===== src/rtl/booth_mult_arb_pkg.sv =====
// Shared types, defaults and helpers for the booth_mult_arbiter slice:
// FSM state encoding, default widths and the id-width helper.
package booth_mult_arb_pkg;

    typedef enum logic [1:0] {
        IDLE,
        CALC,
        RESP
    } state_t;

    localparam int DEF_M_SIZE = 4;
    localparam int DEF_R_SIZE = 4;
    localparam int DEF_N_REQ  = 4;

    // Bits needed to index n items, never less than one.
    function automatic int clog2_min1(input int n);
        return (n <= 2) ? 1 : $clog2(n);
    endfunction

endpackage


===== src/rtl/booth_mult_arbiter_core.sv =====
// Combinational radix-2 Booth multiplier. The multiplicand is negated at its own
// width, so m = -2^(M_SIZE-1) cannot be negated and gives an unreliable product.
module booth_mult_core #(
    parameter int M_SIZE   = 4,
    parameter int R_SIZE   = 4,
    localparam int RES_SIZE = M_SIZE + R_SIZE
) (
    input  logic [M_SIZE-1:0]   m,
    input  logic [R_SIZE-1:0]   r,
    output logic [RES_SIZE-1:0] res
);

    logic [M_SIZE-1:0]   m_neg;
    logic [RES_SIZE-1:0] m_ext;
    logic [RES_SIZE-1:0] n_ext;
    logic [R_SIZE:0]     rx;
    logic [RES_SIZE-1:0] acc;
    logic [1:0]          pair;

    assign m_neg = ~m + 1'b1;
    assign m_ext = {{R_SIZE{m[M_SIZE-1]}}, m};
    assign n_ext = {{R_SIZE{m_neg[M_SIZE-1]}}, m_neg};
    assign rx    = {r, 1'b0};

    always_comb begin
        acc  = '0;
        pair = 2'b00;
        for (int i = 0; i < R_SIZE; i++) begin
            pair = {rx[i+1], rx[i]};
            case (pair)
                2'b01:   acc = acc + (m_ext << i);
                2'b10:   acc = acc + (n_ext << i);
                default: acc = acc;
            endcase
        end
        res = acc;
    end

endmodule


===== src/rtl/booth_mult_arbiter_rr.sv =====
// Combinational round-robin arbiter: grants the first asserted request found
// searching upward from ptr, wrapping at N_REQ-1 back to 0.
module rr_arbiter
    import booth_mult_arb_pkg::*;
#(
    parameter int  N_REQ = 4,
    localparam int ID_W  = clog2_min1(N_REQ)
) (
    input  logic [N_REQ-1:0] req,
    input  logic [ID_W-1:0]  ptr,
    output logic [N_REQ-1:0] grant,
    output logic [ID_W-1:0]  grant_idx,
    output logic             any
);

    logic [N_REQ-1:0] rot;
    logic [ID_W:0]    sum;

    // Rotate so that bit 0 of rot is the requester at ptr.
    assign rot = N_REQ'({req, req} >> ptr);

    always_comb begin
        any       = 1'b0;
        grant_idx = '0;
        sum       = '0;
        for (int i = 0; i < N_REQ; i++) begin
            if (!any && rot[i]) begin
                any = 1'b1;
                sum = {1'b0, ptr} + (ID_W+1)'(i);
                if (sum >= (ID_W+1)'(N_REQ)) begin
                    sum = sum - (ID_W+1)'(N_REQ);
                end
                grant_idx = sum[ID_W-1:0];
            end
        end
        grant = any ? (N_REQ'(1) << grant_idx) : '0;
    end

endmodule


===== src/rtl/booth_mult_arbiter.sv =====
// Round-robin front end sharing one Booth multiplier among N_REQ requesters.
// Optional res_err flag for the non-negatable multiplicand: BOOTH_MULT_ARB_ERR_EN.
module booth_mult_arbiter
    import booth_mult_arb_pkg::*;
#(
    parameter int  M_SIZE      = DEF_M_SIZE,
    parameter int  R_SIZE      = DEF_R_SIZE,
    parameter int  N_REQ       = DEF_N_REQ,
    parameter int  CALC_CYCLES = 1,
    localparam int RES_SIZE    = M_SIZE + R_SIZE,
    localparam int ID_W        = clog2_min1(N_REQ)
) (
    input  logic                    clk,
    input  logic                    rst,
    input  logic [N_REQ-1:0]        req_valid,
    output logic [N_REQ-1:0]        req_ready,
    input  logic [N_REQ*M_SIZE-1:0] req_m,
    input  logic [N_REQ*R_SIZE-1:0] req_r,
    output logic                    res_valid,
    input  logic                    res_ready,
    output logic [RES_SIZE-1:0]     res_data,
    output logic [ID_W-1:0]         res_id,
`ifdef BOOTH_MULT_ARB_ERR_EN
    output logic                    res_err,
`endif
    output logic                    busy
);

    localparam int CNT_W = clog2_min1(CALC_CYCLES);

    state_t              state_q;
    state_t              state_d;
    logic [N_REQ-1:0]    grant;
    logic [ID_W-1:0]     grant_idx;
    logic                any;
    logic [ID_W-1:0]     rr_ptr;
    logic [ID_W-1:0]     next_ptr;
    logic [ID_W-1:0]     id_q;
    logic [M_SIZE-1:0]   op_m;
    logic [R_SIZE-1:0]   op_r;
    logic [M_SIZE-1:0]   sel_m;
    logic [R_SIZE-1:0]   sel_r;
    logic [CNT_W-1:0]    cnt;
    logic [RES_SIZE-1:0] core_res;
    logic                take;
    logic                done;

    rr_arbiter #(
        .N_REQ(N_REQ)
    ) u_arb (
        .req      (req_valid),
        .ptr      (rr_ptr),
        .grant    (grant),
        .grant_idx(grant_idx),
        .any      (any)
    );

    booth_mult_core #(
        .M_SIZE(M_SIZE),
        .R_SIZE(R_SIZE)
    ) u_core (
        .m  (op_m),
        .r  (op_r),
        .res(core_res)
    );

    always_comb begin
        sel_m = '0;
        sel_r = '0;
        for (int k = 0; k < N_REQ; k++) begin
            if (grant_idx == ID_W'(k)) begin
                sel_m = req_m[k*M_SIZE +: M_SIZE];
                sel_r = req_r[k*R_SIZE +: R_SIZE];
            end
        end
    end

    assign take      = (state_q == IDLE) && any;
    assign done      = (state_q == CALC) && (cnt == '0);
    assign next_ptr  = (grant_idx == ID_W'(N_REQ-1)) ? '0 : grant_idx + 1'b1;
    assign res_valid = (state_q == RESP);
    assign busy      = (state_q != IDLE);

    // NOTE: sequential state uses non-blocking assignments so every register
    // samples pre-edge values regardless of statement order.
    always_ff @(posedge clk or posedge rst) begin
        if (rst) begin
            state_q <= IDLE;
        end else begin
            state_q <= state_d;
        end
    end

    // NOTE: every output of this block gets a default first, so no path can
    // leave one unassigned and infer a latch.
    always_comb begin
        state_d   = state_q;
        req_ready = '0;
        case (state_q)
            IDLE: begin
                req_ready = grant;
                if (any) begin
                    state_d = CALC;
                end
            end
            CALC: begin
                if (cnt == '0) begin
                    state_d = RESP;
                end
            end
            RESP: begin
                if (res_ready) begin
                    state_d = IDLE;
                end
            end
            default: state_d = IDLE;
        endcase
    end

    // Operands are held in op_m/op_r for the whole multicycle window.
    always_ff @(posedge clk or posedge rst) begin
        if (rst) begin
            op_m     <= '0;
            op_r     <= '0;
            id_q     <= '0;
            rr_ptr   <= '0;
            cnt      <= '0;
            res_data <= '0;
            res_id   <= '0;
        end else begin
            if (take) begin
                op_m   <= sel_m;
                op_r   <= sel_r;
                id_q   <= grant_idx;
                rr_ptr <= next_ptr;
                cnt    <= CNT_W'(CALC_CYCLES - 1);
            end
            if ((state_q == CALC) && (cnt != '0)) begin
                cnt <= cnt - 1'b1;
            end
            if (done) begin
                res_data <= core_res;
                res_id   <= id_q;
            end
        end
    end

`ifdef BOOTH_MULT_ARB_ERR_EN
    logic min_m;

    assign min_m = (op_m == {1'b1, {(M_SIZE-1){1'b0}}});

    always_ff @(posedge clk or posedge rst) begin
        if (rst) begin
            res_err <= 1'b0;
        end else if (done) begin
            res_err <= min_m && (op_r != '0);
        end
    end
`endif

endmodule


===== config.mk =====
export PLATFORM = sky130hd
export DESIGN_NAME = booth_mult_arbiter
export DESIGN_NICKNAME = d
export VERILOG_FILES = /design/src/rtl/booth_mult_arb_pkg.sv /design/src/rtl/booth_mult_arbiter_core.sv /design/src/rtl/booth_mult_arbiter_rr.sv /design/src/rtl/booth_mult_arbiter.sv
export SDC_FILE = /design/constraint.sdc
export NUM_CORES = 1
export LEC_CHECK = 0
export ABC_CLOCK_PERIOD_IN_PS = 7800
export CORE_UTILIZATION = 50
export CTS_BUF_LIST = sky130_fd_sc_hd__clkbuf_4 sky130_fd_sc_hd__clkbuf_8
export DETAILED_ROUTE_END_ITERATION = 8
export PLACE_DENSITY = 0.84
export SETUP_SLACK_MARGIN = 0.15
export SLEW_MARGIN = 10
export SYNTH_ARGS = -nofsm -noshare
export SYNTH_HDL_FRONTEND = slang
export SYNTH_SLANG_ARGS = --single-unit

===== constraint.sdc =====
create_clock -name clk -period 7.8 [get_ports clk]
set_input_delay 0.78 -clock clk [delete_from_list [all_inputs] [get_ports clk]]
set_output_delay 0.78 -clock clk [all_outputs]
set_load 0.005 [all_outputs]

Word level (Yosys, flattened, before mapping)
Cells that the tools add are included.
{ "totals": {"out_inout_bits": 16, "regBits": 25, "input_bits": 39, "elab_cells": 93} }
{ "op_classes": {"shift": 2, "reduce_logical": 14, "add_sub_neg": 16, "bitwise": 2, "magnitude_cmp": 4, "mux": 33, "n_eq_ne": 14} }
{ "op_table": {"columns": ["cell", "n"], "rows": [
  ["$add 8x8->8", 6],
  ["$pmux 8 s2", 3],
  ["$mux 4", 10],
  ["$mux 2", 12],
  ["$eq 2x2->1 const B", 6],
  ["$eq 2x1->1 const B", 5],
  ["$ge 3x3->1 const B", 3],
  ["$mux 8", 1],
  ["$shr 8x2->4", 1],
  ["$sub 2x1->2 const B", 4],
  ["$add 2x2->3 const B", 2],
  ["$logic_and 1x1->1", 6],
  ["$mux 1", 6],
  ["$pmux 2 s3", 1],
  ["$add 4x1->4 const B", 1],
  ["$logic_not 2->1", 2],
  ["$ne 2x2->1 const B", 2],
  ["$not 4->4", 1],
  ["$reduce_bool 2->1", 2],
  ["$shl 1x2->4 const A", 1],
  ["$add 2x1->3 const B", 1],
  ["$ge 2x3->1 const B", 1],
  ["$logic_not 1->1", 3],
  ["$reduce_and 3->1", 1],
  ["other kinds (4)", 4]
]} }

Depth between registers and ports, before layout
Gate-level depths: netlist of the first run.
{ "depth": {"word_depth": 16, "depth_mapped": 24, "mapped_depth_nobuf": 23} }

By module
A second synthesis of the first run with hierarchy kept.
{ "unflattened": {"cells_unflattened": 284, "area_unflattened_um2": 2596.2} }
{ "modules_own_cells": {"columns": ["mod", "cells_per_inst", "seq_area_each_um2", "n_inst", "area_per_inst_um2"], "rows": [
  ["booth_mult_arbiter", 127, 625.6, 1, 1445.1],
  ["booth_mult_core", 125, 0.0, 1, 968.4],
  ["rr_arbiter", 32, 0.0, 1, 182.7]
]} }

Least setup slack after synthesis of the first run
Ideal clock, no wire load.
{ "synth_path": {"path_kind": "register -> register", "startpoint": "reg op_m[0]", "endpoint": "reg res_data[7]", "n_path_buf": 1, "stages_incl_launch_ff": 21, "period_less_slack_ns": 4.325, "t_arrival_ns": 4.248, "required_ns": 7.723, "setup_slack_ns": 3.475, "path_cell_list": "dfrtp_1 > buf_2 > inv_1 > ha_1 > nand2_1 > o21ai_0 > fa_1 > mux2_2 > ha_1 > inv_1 > fa_1 > mux2i_2 > ha_1 > inv_1 > fa_1 > nand2b_1 > a21oi_1 > xnor2_1 > nor2_1 > xor3_1 > o21ai_1"} }
{ "synth_via": {"elab_chain_len": 9, "elab_cells_between_ends": 12, "cone_classes": "7 x add/sub; 4 x mux; 1 x bitwise"} }
{ "synth_lines": {"columns": ["element", "line_no", "source"], "rows": [
  ["from (decl)", "booth_mult_arbiter.sv:39", "logic [M_SIZE-1:0] op_m;"],
  ["from (signal assigned)", "booth_mult_arbiter.sv:132", "op_m <= sel_m;"],
  ["$not 4->4", "booth_mult_arbiter_core.sv:20", "assign m_neg = ~m + 1'b1;"],
  ["$add 4x1->4", "booth_mult_arbiter_core.sv:20", null],
  ["$mux 8", "booth_mult_arbiter_core.sv:30", "case (pair)"],
  ["$add 8x8->8, on equally long branches", "booth_mult_arbiter_core.sv:32, booth_mult_arbiter_core.sv:31", null],
  ["$pmux 8 s2", "booth_mult_arbiter_core.sv:30", null],
  ["$add 8x8->8, on equally long branches", "booth_mult_arbiter_core.sv:32, booth_mult_arbiter_core.sv:31", null],
  ["$pmux 8 s2", "booth_mult_arbiter_core.sv:30", null],
  ["$add 8x8->8, on equally long branches", "booth_mult_arbiter_core.sv:32, booth_mult_arbiter_core.sv:31", null],
  ["$pmux 8 s2 *", "booth_mult_arbiter_core.sv:30", null],
  ["to (signal assigned)", "booth_mult_arbiter.sv:142", "res_data <= core_res;"],
  ["to (decl)", "booth_mult_arbiter.sv:21", "output logic [RES_SIZE-1:0] res_data,"]
]} }
Mark *: on every way between the ends. The rest lies on a longest branch, timed or not.
A chain may end at the register's enable or synchronous reset.

Worst setup path after layout of the first run
Ends and elaborated chain as after synthesis.

==> reports/metrics.cfg, run 1 <==
[global_route]
grt_pass1_wl_um = 8370
grt_overflow = 0
grt_max_degree = 26
top_usage_layer = met2
grt_usage = 0.208
use_met3 = 0.0292
met1_usage = 0.260
antenna_found_initial = 0
met2_usage = 0.378
grt_pass1_vias = 1921

[critical_path]
critPathMostFrequentCell = ha_1
r2r_cells = 20
endpoint_kind = flip-flop
path_max_fanout = 10
crit_type = flip-flop to flip-flop
setup.worst_path.start = op_m[0]
rr_endpoint = res_data[7]
cpPeakStageDelay_ns = 0.56
rrSetupSlack_ns = 3.09
cp.required_ns = 7.99
crit_arrival_ns = 4.91
cpMaxStageDelayCell = dfrtp_1
worstSetupEndpoint = res_data[7]
path_cells = inv_1 > ha_1 > xor2_1 > nor2_1 > ha_1 > a41o_1 > a21oi_1 > xnor2_1 > o21ai_1 > inv_1 > ha_1 > xor2_1 > mux2_2 > fa_1 > nand2b_1 > a21oi_1 > xnor2_1 > nor2_1 > xor3_1 > o21ai_1
r2r_start = op_m[0]
cp-start-kind = flip-flop

[sta]
drv_slew = 0
finalHoldViolations = 0
finalClockSkew_ns = 0.00634
relSlewSlack = 0.405
fmax_ghz = 0.212
tns_ns = 0
rsz0062_at_grt = false
fin_ws_ns = 3.09
min_period_ns = 4.71
layout_worst_path_cycle_share = 0.604
worstMarginPinSlew_ns = 0.891
setup_viol = 0

[yosys]
synth_edf_count = 0
async_reset_ff_frac = 1.00
synth_nets = 333
ys_warn_count = 0
synth_area_per_cell_sq_um = 8.29
synth.area.top_cells = dfrtp_1 28%, ha_1 11%, a21oi_1 8.0%, nand2_1 4.5%, inv_1 3.5%
ys_seq_area_frac = 0.278
yosysUniqueCellTypes = 44
synth-seq-cells = 25
yosys.area.top_type = dfrtp_1
synth.cell_area_sq_mm = 0.00225
synth_top_area_share = 0.278
synthFlopType = dfrtp_1
syn_inst = 271

[finish]
layout_common_cells = 54 x clkdlybuf4s50_1, 36 x a21oi_1, 27 x nand2_1
nets = 379
antenna_cells = 0
nFillCells = 365
fin_area_sq_mm = 0.00284
final_common_cell = clkdlybuf4s50_1
instances_no_fill = 368
area_growth_pct = 26.6
drive_gt1_frac = 0.0506

[detailed_routing]
vias = 2018
vias_per_cell = 5.48
routed_wl_um = 4690
drtAntennaViolNets = 0
drc = 0
dr.pass1.iters = 5
drtIter0Drc = 61
wl_per_cell_um = 12.7

[clock_tree]
cts_sinks = 25
postCtsSetupRepairBufs = 0
holdBufCountCts = 0
post_cts_resized = 0
cts.clk_slew.worst_paths_ns = 0.09
clkLatencyLatePin_ns = 0.27
cts_buffers = 3
cts_tree = built
htreeDepth = 1
root_buffer = clkbuf_8
clockBufferDepth = 2

[placement]
dp_slack_ns = 3.09
dpl_cell_area_sq_mm = 0.00280
placed_cells = 364
gp_congestion = 0.887
io_buffers = 54
hpwl_um = 3850

[die]
rows = 24
start_util = 0.520
core-area_sq_mm = 0.00432
io_pins = 55
die_h_um = 69.0
dieArea_sq_mm = 0.00477
fp.dieW_um = 69.0

[min_path]
hold_path.class = flip-flop to flip-flop

[job]
drv_cap = 0

[outcome]
status = complete, no violations

## per-layer routing
layer  share of wire  vias up
met2            0.50       51
met5               0        -
met1            0.45      933
li1                -     1032
met4          0.0064        0
met3           0.046        2
## state kept, by name (all words and copies together) (netlist names)
register,flops
rr_ptr,2
op_r,4
state_q,2
res_id,2
op_m,4
res_data,8
cnt,1
id_q,2
## layout make-up
cell class	instances	area [sq um]	area share
tap	52	65.1	0.0229
clock inverter	1	7.51	0.00264
multi-input combinational	211	1480	0.521
timing repair buffer	54	541	0.190
clock buffer	3	41.3	0.0145
sequential	25	626	0.220
inverter	22	82.6	0.0290
## synthesized netlist by cell type, types with 2 or more instances
master and number:
nor2_1 21, a211oi_1 6, o31ai_1 4, mux2i_1 4, and3_1 3, nor3_1 6
o31a_1 2, nand3b_1 6, o21ai_0 15, inv_1 21, xnor2_1 9, o21a_1 3
clkbuf_1 10, nand2b_1 8, fa_1 3, a21oi_1 36, ha_1 20, mux2_2 6
o21ai_1 4, a221oi_1 2, dfrtp_1 25, nor2b_1 3, a21o_1 2, xor2_1 6
nand2_1 27
## logic make-up (layout without fill, tap and decap cells)
group | after synthesis | after routing | synth area share
AO/OA/AOI/OAI | 82 | 82 | 0.228
AND/OR/NAND/NOR | 79 | 79 | 0.170
buffers and inverters | 35 | 80 | 0.0624
flip-flops | 25 | 25 | 0.278
adder cells (fa/ha/maj) | 23 | 23 | 0.138
XOR/XNOR | 16 | 16 | 0.0690
multiplexers | 11 | 11 | 0.0540
## how the worst min path moves through the flow
| stage | from | end | slack, ns | cells past startpoint |
|---|---|---|---|---|
| finish | id_q[0] | id_q[0] | 0.48 | 2 |
| global route | res_data[0] | res_data[0] | 0.52 | 2 |
| CTS | id_q[0] | id_q[0] | 0.49 | 2 |
| detailed placement | id_q[0] | id_q[0] | 0.47 | 2 |
| global placement | id_q[0] | id_q[0] | 0.46 | 2 |
| floorplan | id_q[0] | id_q[0] | 0.45 | 2 |
## metrics by stage
stage / utilization / hold slack [ns]
after CTS: 0.658 / 0.490
after floorplan: - / 0.446
after global routing: 0.658 / 0.519
final: 0.658 / 0.482
after global placement: 0.646 / 0.458
after detailed placement: 0.646 / 0.469
## worst max-delay path, delay by kind of cell (launching register included)
family | cells | cell delay [ns]
flip-flops | 1 | 0.56
AO/OA/AOI/OAI | 5 | 0.91
multiplexers | 1 | 0.30
buffers and inverters | 2 | 0.22
XOR/XNOR | 5 | 0.90
AND/OR/NAND/NOR | 3 | 0.45
adder cells (fa/ha/maj) | 4 | 1.28
Power of run 1 is left out: the tool's default activity adds up to more than one toggle a clock period on the data nets, which glitch-free logic cannot reach.
==> inputs of run 2 (changes only) <==
Settings changed: ABC_CLOCK_PERIOD_IN_PS 7800 to 4950.
Clock period 7.8 ns to 4.95 ns, I/O delays scaled along.
==> run 2 against run 1 <==
Hold slack got worse by 0.0024 ns; largest cell class unchanged; highest routed layer unchanged; routed wire length rose by 1.4%; count of clock-buffer cells in the layout did not move; fmax rose by 5.7%; clock skew fell by 0.0043 ns; register-to-register slack got worse by 2.6 ns; flip-flop and latch count did not move; worst setup slack got worse by 2.6 ns; critical path type unchanged; die area did not move.
==> reports/metrics.cfg, run 2 (synthesis gave the netlist of run 1 again) <==
[sta]
hold_slack_ns = 0.480
finalHoldViolations = 0
layout_worst_path_cycle_share = 0.901
tns_ns = 0
worstMarginPinSlew_ns = 0.895
drv_slew = 0
fmax_ghz = 0.224
min_period_ns = 4.46
rsz0062_at_grt = false
relSlewSlack = 0.403
setup_viol = 0
finalClockSkew_ns = 0.00208

[detailed_routing]
dr.pass1.iters = 4
drc = 0
vias = 2015
vias_per_cell = 5.45
drtIter0Drc = 66
drtAntennaViolNets = 0
routed_wl_um = 4760
wl_per_cell_um = 12.9

[clock_tree]
holdBufCountCts = 0
cts_buffers = 3
htreeDepth = 1
cts.clk_slew.worst_paths_ns = 0.08
clockBufferDepth = 2
cts_sinks = 25
clkLatencyLatePin_ns = 0.27
cts_tree = built
root_buffer = clkbuf_8

[critical_path]
cp.required_ns = 5.14
rrSetupSlack_ns = 0.49
crit_arrival_ns = 4.65
crit_type = flip-flop to flip-flop
r2r_cells = 23
setup.worst_path.start = op_m[1]
cp-start-kind = flip-flop
path_max_fanout = 6
rr_endpoint = res_data[7]
worstSetupEndpoint = res_data[7]
endpoint_kind = flip-flop
r2r_start = op_m[1]

[global_route]
grt_max_degree = 26
grt_pass1_vias = 1897
grt_usage = 0.205
top_usage_layer = met2
use_met3 = 0.0219
met2_usage = 0.367
antenna_found_initial = 0
met1_usage = 0.257
grt_pass1_wl_um = 8190
grt_overflow = 0

[finish]
largest_reg_flops = 8
drive_gt1_frac = 0.0755
antenna_cells = 0
nets = 381
area_growth_pct = 28.2
multiInputGateArea_sq_mm = 0.00150
seq_area_sq_um = 628
top_register = res_data
layout_common_cells = 54 x clkdlybuf4s50_1, 36 x a21oi_1, 27 x nand2_1
nFillCells = 380
final_common_cell = clkdlybuf4s50_1
reg_top3 = res_data (8), op_m (4), op_r (4)

[die]
fp.dieW_um = 69.0
io_pins = 55
dieArea_sq_mm = 0.00477
start_util = 0.520
rows = 24
core-area_sq_mm = 0.00432
die_h_um = 69.0

[outcome]
status = complete, no violations

[placement]
gp_congestion = 0.889
io_buffers = 54
hpwl_um = 3880

[job]
drv_cap = 0

[min_path]
hold_path.class = flip-flop to flip-flop

==> run 2: area by class of cell <==
cell class,instances,area share
multi-input combinational,211,0.522
clock inverter,1,0.00174
tap,52,0.0226
sequential,25,0.218
clock buffer,3,0.0143
timing repair buffer,56,0.193
inverter,22,0.0287
==> run 2: worst min path at each step <==
stage,startpoint,end,cells after the start
2_1_floorplan,id_q[0],id_q[0],2
3_5_place_dp,id_q[0],id_q[0],2
6_report,id_q[0],id_q[0],2
3_3_place_gp,id_q[0],id_q[0],2
5_1_grt,cnt,cnt,1
4_1_cts,id_q[0],id_q[0],2
==> run 2: through the flow <==
stage | setup WS (ns) | instances | util | cell area [sq um]
floorplan | 0.625 | 271 | - | 2250
global placement | 0.451 | 365 | 0.648 | 2800
detailed placement | 0.268 | 365 | 0.648 | 2800
CTS | 0.225 | 369 | 0.659 | 2850
global route | 0.151 | 370 | 0.666 | 2880
finish | 0.490 | 370 | 0.666 | 2880
==> run 2: critical path, stage by stage, from the launching register on <==
cell and delay, ns:
dfrtp_2 0.46, inv_1 0.20, ha_4 0.18, xor2_1 0.17, nor2_2 0.08, ha_1 0.30
a41o_1 0.24, a21oi_1 0.20, xnor2_1 0.09, o21ai_1 0.16, inv_1 0.06, ha_1 0.32
nor2b_1 0.15, o21ai_0 0.18, nand2b_1 0.12, xnor2_2 0.16, o21ai_0 0.10, ha_1 0.33
nor2_1 0.05, a21oi_1 0.17, xnor2_1 0.14, nor2_1 0.07, xor3_1 0.34, o21ai_1 0.12
==> run 2: routing by layer <==
| layer | routed length, um | share of wire |
|---|---|---|
| met5 | 0 | 0 |
| met4 | 76 | 0.016 |
| met2 | 2370 | 0.50 |
| met1 | 2100 | 0.44 |
| met3 | 209 | 0.044 |
==> run 2: timing repair <==
action,4_1_cts,5_1_grt
endpoints found under the hold margin,0,0
gates resized for setup,0,7
setup endpoints to repair,0,1
setup buffers,0,1
Power of run 2 is left out for the same reason.
